--- src/rtl/mem_port_arbiter.sv ---
// Arbitrates one single-port memory between instruction fetch (IF) and load/store (DM).
// One transaction at a time: grant in IDLE, hold request in ISSUE, count read latency in WAIT, pulse rvalid in RESP.
module mem_port_arbiter #(
    parameter int ADDR_W  = 32,
    parameter int DATA_W  = 32,
    parameter int MEM_LAT = 1
) (
    input  logic                clk,
    input  logic                rst_n,
    input  logic                if_req_i,
    input  logic [ADDR_W-1:0]   if_addr_i,
    output logic                if_gnt_o,
    output logic                if_rvalid_o,
    output logic [DATA_W-1:0]   if_rdata_o,
    input  logic                dm_req_i,
    input  logic                dm_we_i,
    input  logic [DATA_W/8-1:0] dm_be_i,
    input  logic [ADDR_W-1:0]   dm_addr_i,
    input  logic [DATA_W-1:0]   dm_wdata_i,
    output logic                dm_gnt_o,
    output logic                dm_rvalid_o,
    output logic [DATA_W-1:0]   dm_rdata_o,
    output logic                mem_req_o,
    output logic                mem_we_o,
    output logic [DATA_W/8-1:0] mem_be_o,
    output logic [ADDR_W-1:0]   mem_addr_o,
    output logic [DATA_W-1:0]   mem_wdata_o,
    input  logic                mem_ready_i,
    input  logic [DATA_W-1:0]   mem_rdata_i,
    output logic                busy_o
);

    localparam int BE_W = DATA_W / 8;

    typedef enum logic [1:0] {IDLE, ISSUE, WAIT, RESP} state_e;

    state_e              state_q, state_d;
    logic [1:0]          cnt_q, cnt_d;
    logic                owner_dm_q, owner_dm_d;
    logic                mem_req_q, mem_req_d;
    logic                mem_we_q, mem_we_d;
    logic [BE_W-1:0]     mem_be_q, mem_be_d;
    logic [ADDR_W-1:0]   mem_addr_q, mem_addr_d;
    logic [DATA_W-1:0]   mem_wdata_q, mem_wdata_d;
    logic                if_rvalid_q, if_rvalid_d;
    logic                dm_rvalid_q, dm_rvalid_d;
    logic [DATA_W-1:0]   if_rdata_q, if_rdata_d;
    logic [DATA_W-1:0]   dm_rdata_q, dm_rdata_d;

    always_comb begin
        // NOTE: every signal written here gets a default first, so no path can infer a latch.
        state_d     = state_q;
        cnt_d       = cnt_q;
        owner_dm_d  = owner_dm_q;
        mem_req_d   = mem_req_q;
        mem_we_d    = mem_we_q;
        mem_be_d    = mem_be_q;
        mem_addr_d  = mem_addr_q;
        mem_wdata_d = mem_wdata_q;
        if_rvalid_d = 1'b0;
        dm_rvalid_d = 1'b0;
        if_rdata_d  = if_rdata_q;
        dm_rdata_d  = dm_rdata_q;
        if_gnt_o    = 1'b0;
        dm_gnt_o    = 1'b0;

        unique case (state_q)
            IDLE: begin
                // Gated by rst_n: a grant in a reset cycle would be discarded at the edge.
                if (rst_n && dm_req_i) begin
                    dm_gnt_o    = 1'b1;
                    owner_dm_d  = 1'b1;
                    mem_req_d   = 1'b1;
                    mem_we_d    = dm_we_i;
                    mem_be_d    = dm_we_i ? dm_be_i : {BE_W{1'b1}};
                    mem_addr_d  = dm_addr_i;
                    mem_wdata_d = dm_we_i ? dm_wdata_i : '0;
                    state_d     = ISSUE;
                end else if (rst_n && if_req_i) begin
                    if_gnt_o    = 1'b1;
                    owner_dm_d  = 1'b0;
                    mem_req_d   = 1'b1;
                    mem_we_d    = 1'b0;
                    mem_be_d    = {BE_W{1'b1}};
                    mem_addr_d  = if_addr_i;
                    mem_wdata_d = '0;
                    state_d     = ISSUE;
                end
            end
            ISSUE: begin
                if (mem_ready_i) begin
                    mem_req_d   = 1'b0;
                    mem_we_d    = 1'b0;
                    mem_be_d    = '0;
                    mem_addr_d  = '0;
                    mem_wdata_d = '0;
                    if (mem_we_q) begin
                        // Only the DM port can store; its ack carries zero data.
                        dm_rvalid_d = 1'b1;
                        dm_rdata_d  = '0;
                        state_d     = RESP;
                    end else begin
                        cnt_d   = 2'(MEM_LAT - 1);
                        state_d = WAIT;
                    end
                end
            end
            WAIT: begin
                if (cnt_q == 2'd0) begin
                    dm_rvalid_d = owner_dm_q;
                    if_rvalid_d = !owner_dm_q;
                    if (owner_dm_q) dm_rdata_d = mem_rdata_i;
                    else            if_rdata_d = mem_rdata_i;
                    state_d = RESP;
                end else begin
                    cnt_d = cnt_q - 2'd1;
                end
            end
            RESP:    state_d = IDLE;
            default: state_d = IDLE;
        endcase
    end

    // NOTE: state uses non-blocking assignments so every flop samples pre-edge values.
    always_ff @(posedge clk) begin
        if (!rst_n) begin
            state_q     <= IDLE;
            cnt_q       <= 2'd0;
            owner_dm_q  <= 1'b0;
            mem_req_q   <= 1'b0;
            mem_we_q    <= 1'b0;
            mem_be_q    <= '0;
            mem_addr_q  <= '0;
            mem_wdata_q <= '0;
            if_rvalid_q <= 1'b0;
            dm_rvalid_q <= 1'b0;
            if_rdata_q  <= '0;
            dm_rdata_q  <= '0;
        end else begin
            state_q     <= state_d;
            cnt_q       <= cnt_d;
            owner_dm_q  <= owner_dm_d;
            mem_req_q   <= mem_req_d;
            mem_we_q    <= mem_we_d;
            mem_be_q    <= mem_be_d;
            mem_addr_q  <= mem_addr_d;
            mem_wdata_q <= mem_wdata_d;
            if_rvalid_q <= if_rvalid_d;
            dm_rvalid_q <= dm_rvalid_d;
            if_rdata_q  <= if_rdata_d;
            dm_rdata_q  <= dm_rdata_d;
        end
    end

    assign mem_req_o   = mem_req_q;
    assign mem_we_o    = mem_we_q;
    assign mem_be_o    = mem_be_q;
    assign mem_addr_o  = mem_addr_q;
    assign mem_wdata_o = mem_wdata_q;
    assign if_rvalid_o = if_rvalid_q;
    assign dm_rvalid_o = dm_rvalid_q;
    assign if_rdata_o  = if_rdata_q;
    assign dm_rdata_o  = dm_rdata_q;
    assign busy_o      = (state_q != IDLE);

endmodule

--- config.mk ---
export PLATFORM = sky130hd
export DESIGN_NAME = mem_port_arbiter
export DESIGN_NICKNAME = d
export VERILOG_FILES = /design/src/rtl/mem_port_arbiter.sv
export SDC_FILE = /design/constraint.sdc
export NUM_CORES = 1
export LEC_CHECK = 0
export CAP_MARGIN = 25
export CORE_MARGIN = 3
export CORE_UTILIZATION = 41
export DETAILED_ROUTE_END_ITERATION = 10
export GPL_ROUTABILITY_DRIVEN = 1
export GPL_TIMING_DRIVEN = 1
export MAX_ROUTING_LAYER = met4
export PLACE_DENSITY = 0.82
export SLEW_MARGIN = 20
export SYNTH_ARGS = -nofsm -noshare
export SYNTH_HDL_FRONTEND = slang
export SYNTH_SLANG_ARGS = --single-unit
--- constraint.sdc ---
create_clock -name clk -period 2.1 [get_ports clk]
set_input_delay 0.315 -clock clk [delete_from_list [all_inputs] [get_ports clk]]
set_output_delay 0.315 -clock clk [all_outputs]
set_load 0.005 [all_outputs]
==> key figures, run 1 <==
Synth
  – Sequential-to-total area share from yosys stat: 48.8%
  – Post-synthesis register bit count: between 100 and 150
  – Most common flop cell mapped by yosys: dfxtp_1
  – Yosys warnings: 0
  – Post-synthesis cell area: 5780 um2
  – Synthesized area per cell: roughly 9.3 um2
  – Largest area contributor in the netlist: dfxtp_1
  – Synth Instances: 619
  – Synth unique cells: 41
  – EDFF count, synth: 0
  – Most numerous cell in the Yosys netlist: nand2_1
  – Synth top cells by count: nand2_1 (200), dfxtp_1 (141), mux2i_1 (67), a21oi_1 (34), mux2_2 (33)
  – Syn nets: between 700 and 800
  – Top cells by area, synth: dfxtp_1 (49%), nand2_1 (13%), mux2i_1 (12%)
  – Yosys top cell area share: about half
  – Post-synthesis async set-or-reset flop share: 0%

Cells and area
  – Layout Area Growth over Synthesis: 61.0%
  – Ant. Diodes: 0
  – Finished Layout Cells: 1,068
  – FILL cells: about 1,100
  – Nets@finish: around 1,000
  – Share of cells above drive strength 1: approximately 10%
  – Post-layout util: around 69%

Floorplanning
  – Row count: 42
  – Die ar.: around 16,000 um2
  – Die Y-Extent: 125 um
  – Core ar.: 13,500 um2
  – Die width: 125 um
  – IO Pins: approximately 280
  – Initial core utilization: 42.8%

Setup path
  – CP Launch Type: register
  – CP max stage delay: 0.37 ns
  – Slowest CP cell: dfxtp_2
  – Largest fanout on the critical path: 7
  – Setup CP Type: register to output port
  – Crit-path cells: inv_1 > ha_1 > buf_4 > and3_1 > dlygate4sd2_1
  – Critical path capture point type: output port
  – Worst Path Required: about 1.8 ns
  – WP data arrival: about 1.7 ns

STA
  – Period utilization: 95.7%
  – Final setup fails: 0
  – FMAX: between 400 and 500 MHz
  – Clock period minus worst slack: 2.01 ns
  – Worst setup margin: approximately 0.091 ns
  – Max-slew violations: 0
  – Final Hold Viols: 0
  – WHS: 0.392 ns
  – Clock Skews: between 0.006 and 0.007 ns
  – Total negative setup slack: 0 ns
  – Slew headroom: between 50% and 60%
  – Worst-margin pin slew: between 0.6 and 0.7 ns
  – RSZ-0062 raised after global routing: false

Global route
  – Vias in the first global route: between 5,000 and 6,000
  – Tot GR Track Use: about 22%
  – Global-route wire length before repair: roughly 27 mm
  – Initial antenna violation count: 0
  – Largest net degree at the start of global routing: 110
  – Total grt overflow: 0

Detailed routing
  – Drt total wl: 17.1 mm
  – DRC violations left: 0
  – DR vias/cell: ~5
  – Detail Route Antenna Nets: 0
  – DR vias: roughly 5,400
  – Initial DRC count: approximately 350
  – Wire per inst: ~16 um
  – Drt pass-1 iters: 5

Pwr
  – Psw: approximately 3 mW
  – Max VDD drop: ~0.59 mV
  – Sequential Power Share: between 30 and 40%
  – Clk pwr share: 30.3%
  – Sw Share: 30.3%
  – Power Density: between 1000 and 1500 nW/um2
  – Pint: ~7.1 mW
  – LEAKAGE: around 3.6 nW
  – Combinational share of power: about 36%

Clock network
  – Clock Tree Root: clkbuf_16
  – CTS tree: built
  – Clock sinks: between 100 and 150
  – Clock transition at the registers of the reported paths: roughly 0.060 ns
  – H-tree depth: 4
  – Clk_lat worst skew: 0.41 ns
  – CTS Buffer Depth: 2
  – CTS buffer count: 17

Placement
  – Number of port buffers: 276
  – Worst slack, placed: 0.0941 ns
  – Post-DP HPWL: approximately 12 mm
  – Placer Congestion: 0.836
  – Cells after DPL: between 1,000 and 1,500

Worst hold path
  – Worst hold path type: input port to register

Status
  – Status: complete, no violations

Job
  – Max-cap violations: 0
-- critical path, delay by kind of cell, from the launching register on --
family | cells | cell delay, ns
buf+inv | 3 | 0.55
simple gates | 1 | 0.15
fa+ha+maj | 1 | 0.22
flops | 1 | 0.37
-- cells by family after synthesis --
| kind of cell | share of synthesized area [%] |
|---|---|
| simple gates | 15.9 |
| flops | 48.8 |
| mux | 18.2 |
| compound gates | 10.7 |
| buf+inv | 4.87 |
| fa+ha+maj | 1.51 |
-- metal layers --
layer | track usage [%] | share of wire [%] | up-vias | wire [um]
met5 | - | 0 | - | 0
met4 | 7.93 | 2.0 | 0 | 343
met3 | 8.15 | 9.4 | 25 | 1610
met2 | 35.8 | 48 | 236 | 8270
met1 | 25.4 | 40 | 2505 | 6900
li1 | - | - | 2642 | -
-- repair_timing --
item,4_1_cts,5_1_grt
setup endpoints to repair,3,0
buffers inserted,0,0
hold buffers,0,0
gates resized for setup,6,0
-- cell type report --
type	count	area, um2	share of cell area, %
Timing Repair Buffer	290	2920	31.3
Tap cell	176	220	2.36
Clock buffer	19	453	4.86
Inverter	9	33.8	0.363
Sequential cell	141	2830	30.3
Clock inverter	13	164	1.76
Multi-Input combinational cell	420	2700	29.0
-- state kept, by name, indices dropped and copies added (netlist names) --
signal and flops:
if_rdata_o 32, state_q 2, cnt_q 2, dm_rvalid_o 1
mem_be_o 4, owner_dm_q 1, mem_addr_o 32, mem_we_o 1
dm_rdata_o 32, mem_wdata_o 32, if_rvalid_o 1, mem_req_o 1
-- power by group through the flow --
| stage | sequential (mW) | combinational (mW) | clock (mW) |
|---|---|---|---|
| after floorplan | 3.49 | 1.95 | 0 |
| after global placement | 3.46 | 3.63 | 0 |
| after detailed placement | 3.47 | 3.66 | 0 |
| after CTS | 3.43 | 3.67 | 3.14 |
| after global routing | 3.48 | 3.91 | 3.26 |
| final | 3.42 | 3.65 | 3.08 |
-- layout by cell type, fill, tap and decap left out, types with 2 or more instances in the layout --
master | Yosys | layout
a21oi_1 | 34 | 34
mux2_2 | 33 | 33
o21ai_0 | 2 | 2
and3_1 | 4 | 4
mux2i_1 | 67 | 67
clkinv_4 | 0 | 4
inv_1 | 8 | 8
buf_12 | 0 | 5
bufinv_16 | 0 | 3
nor2_1 | 9 | 9
clkinvlp_4 | 0 | 2
ha_1 | 7 | 7
nand2_1 | 200 | 200
buf_4 | 1 | 10
dfxtp_1 | 141 | 139
o21ai_2 | 1 | 2
clkbuf_16 | 0 | 17
clkdlybuf4s50_1 | 0 | 271
clkinv_2 | 0 | 3
o22ai_1 | 4 | 4
clkbuf_8 | 0 | 2
a32o_1 | 32 | 32
dlygate4sd2_1 | 0 | 3
o31ai_1 | 2 | 2
nor2b_1 | 3 | 2
dfxtp_2 | 0 | 2
a211oi_1 | 2 | 2
-- through the flow --
stage / instance area (um2) / power, mW
after global routing: 9320 / 10.6
after CTS: 9320 / 10.2
after global placement: 8690 / 7.09
after floorplan: 5780 / 5.45
after detailed placement: 8690 / 7.13
final: 9320 / 10.2
-- path summary, 6_finish.rpt --
path / slack [ns] / start / to / cells past startpoint
setup / recovery: 0.09 / state_q[0]$_SDFFE_PN0P_ / dm_gnt_o / 5
hold reg to reg: 0.45 / if_rdata_o[13]$_SDFFE_PN0P_ / if_rdata_o[13]$_SDFFE_PN0P_ / 2
hold / removal: 0.39 / dm_req_i / owner_dm_q$_SDFFE_PN0P_ / 4
setup reg to reg: 0.26 / state_q[1]$_SDFFE_PN0P_ / mem_addr_o[14]$_SDFFE_PN0P_ / 6
(Power assumes the default switching activity.)
==> inputs of run 2 (changes only) <==
--- a/config.mk
+++ b/config.mk
@@ -8,6 +8,7 @@
 export CAP_MARGIN = 25
 export CORE_MARGIN = 3
 export CORE_UTILIZATION = 41
+export CTS_CLUSTER_SIZE = 8
 export DETAILED_ROUTE_END_ITERATION = 10
 export GPL_ROUTABILITY_DRIVEN = 1
 export GPL_TIMING_DRIVEN = 1
==> results of run 2 <==
No change in the layout: final DEF, timing and power equal those of run 1.
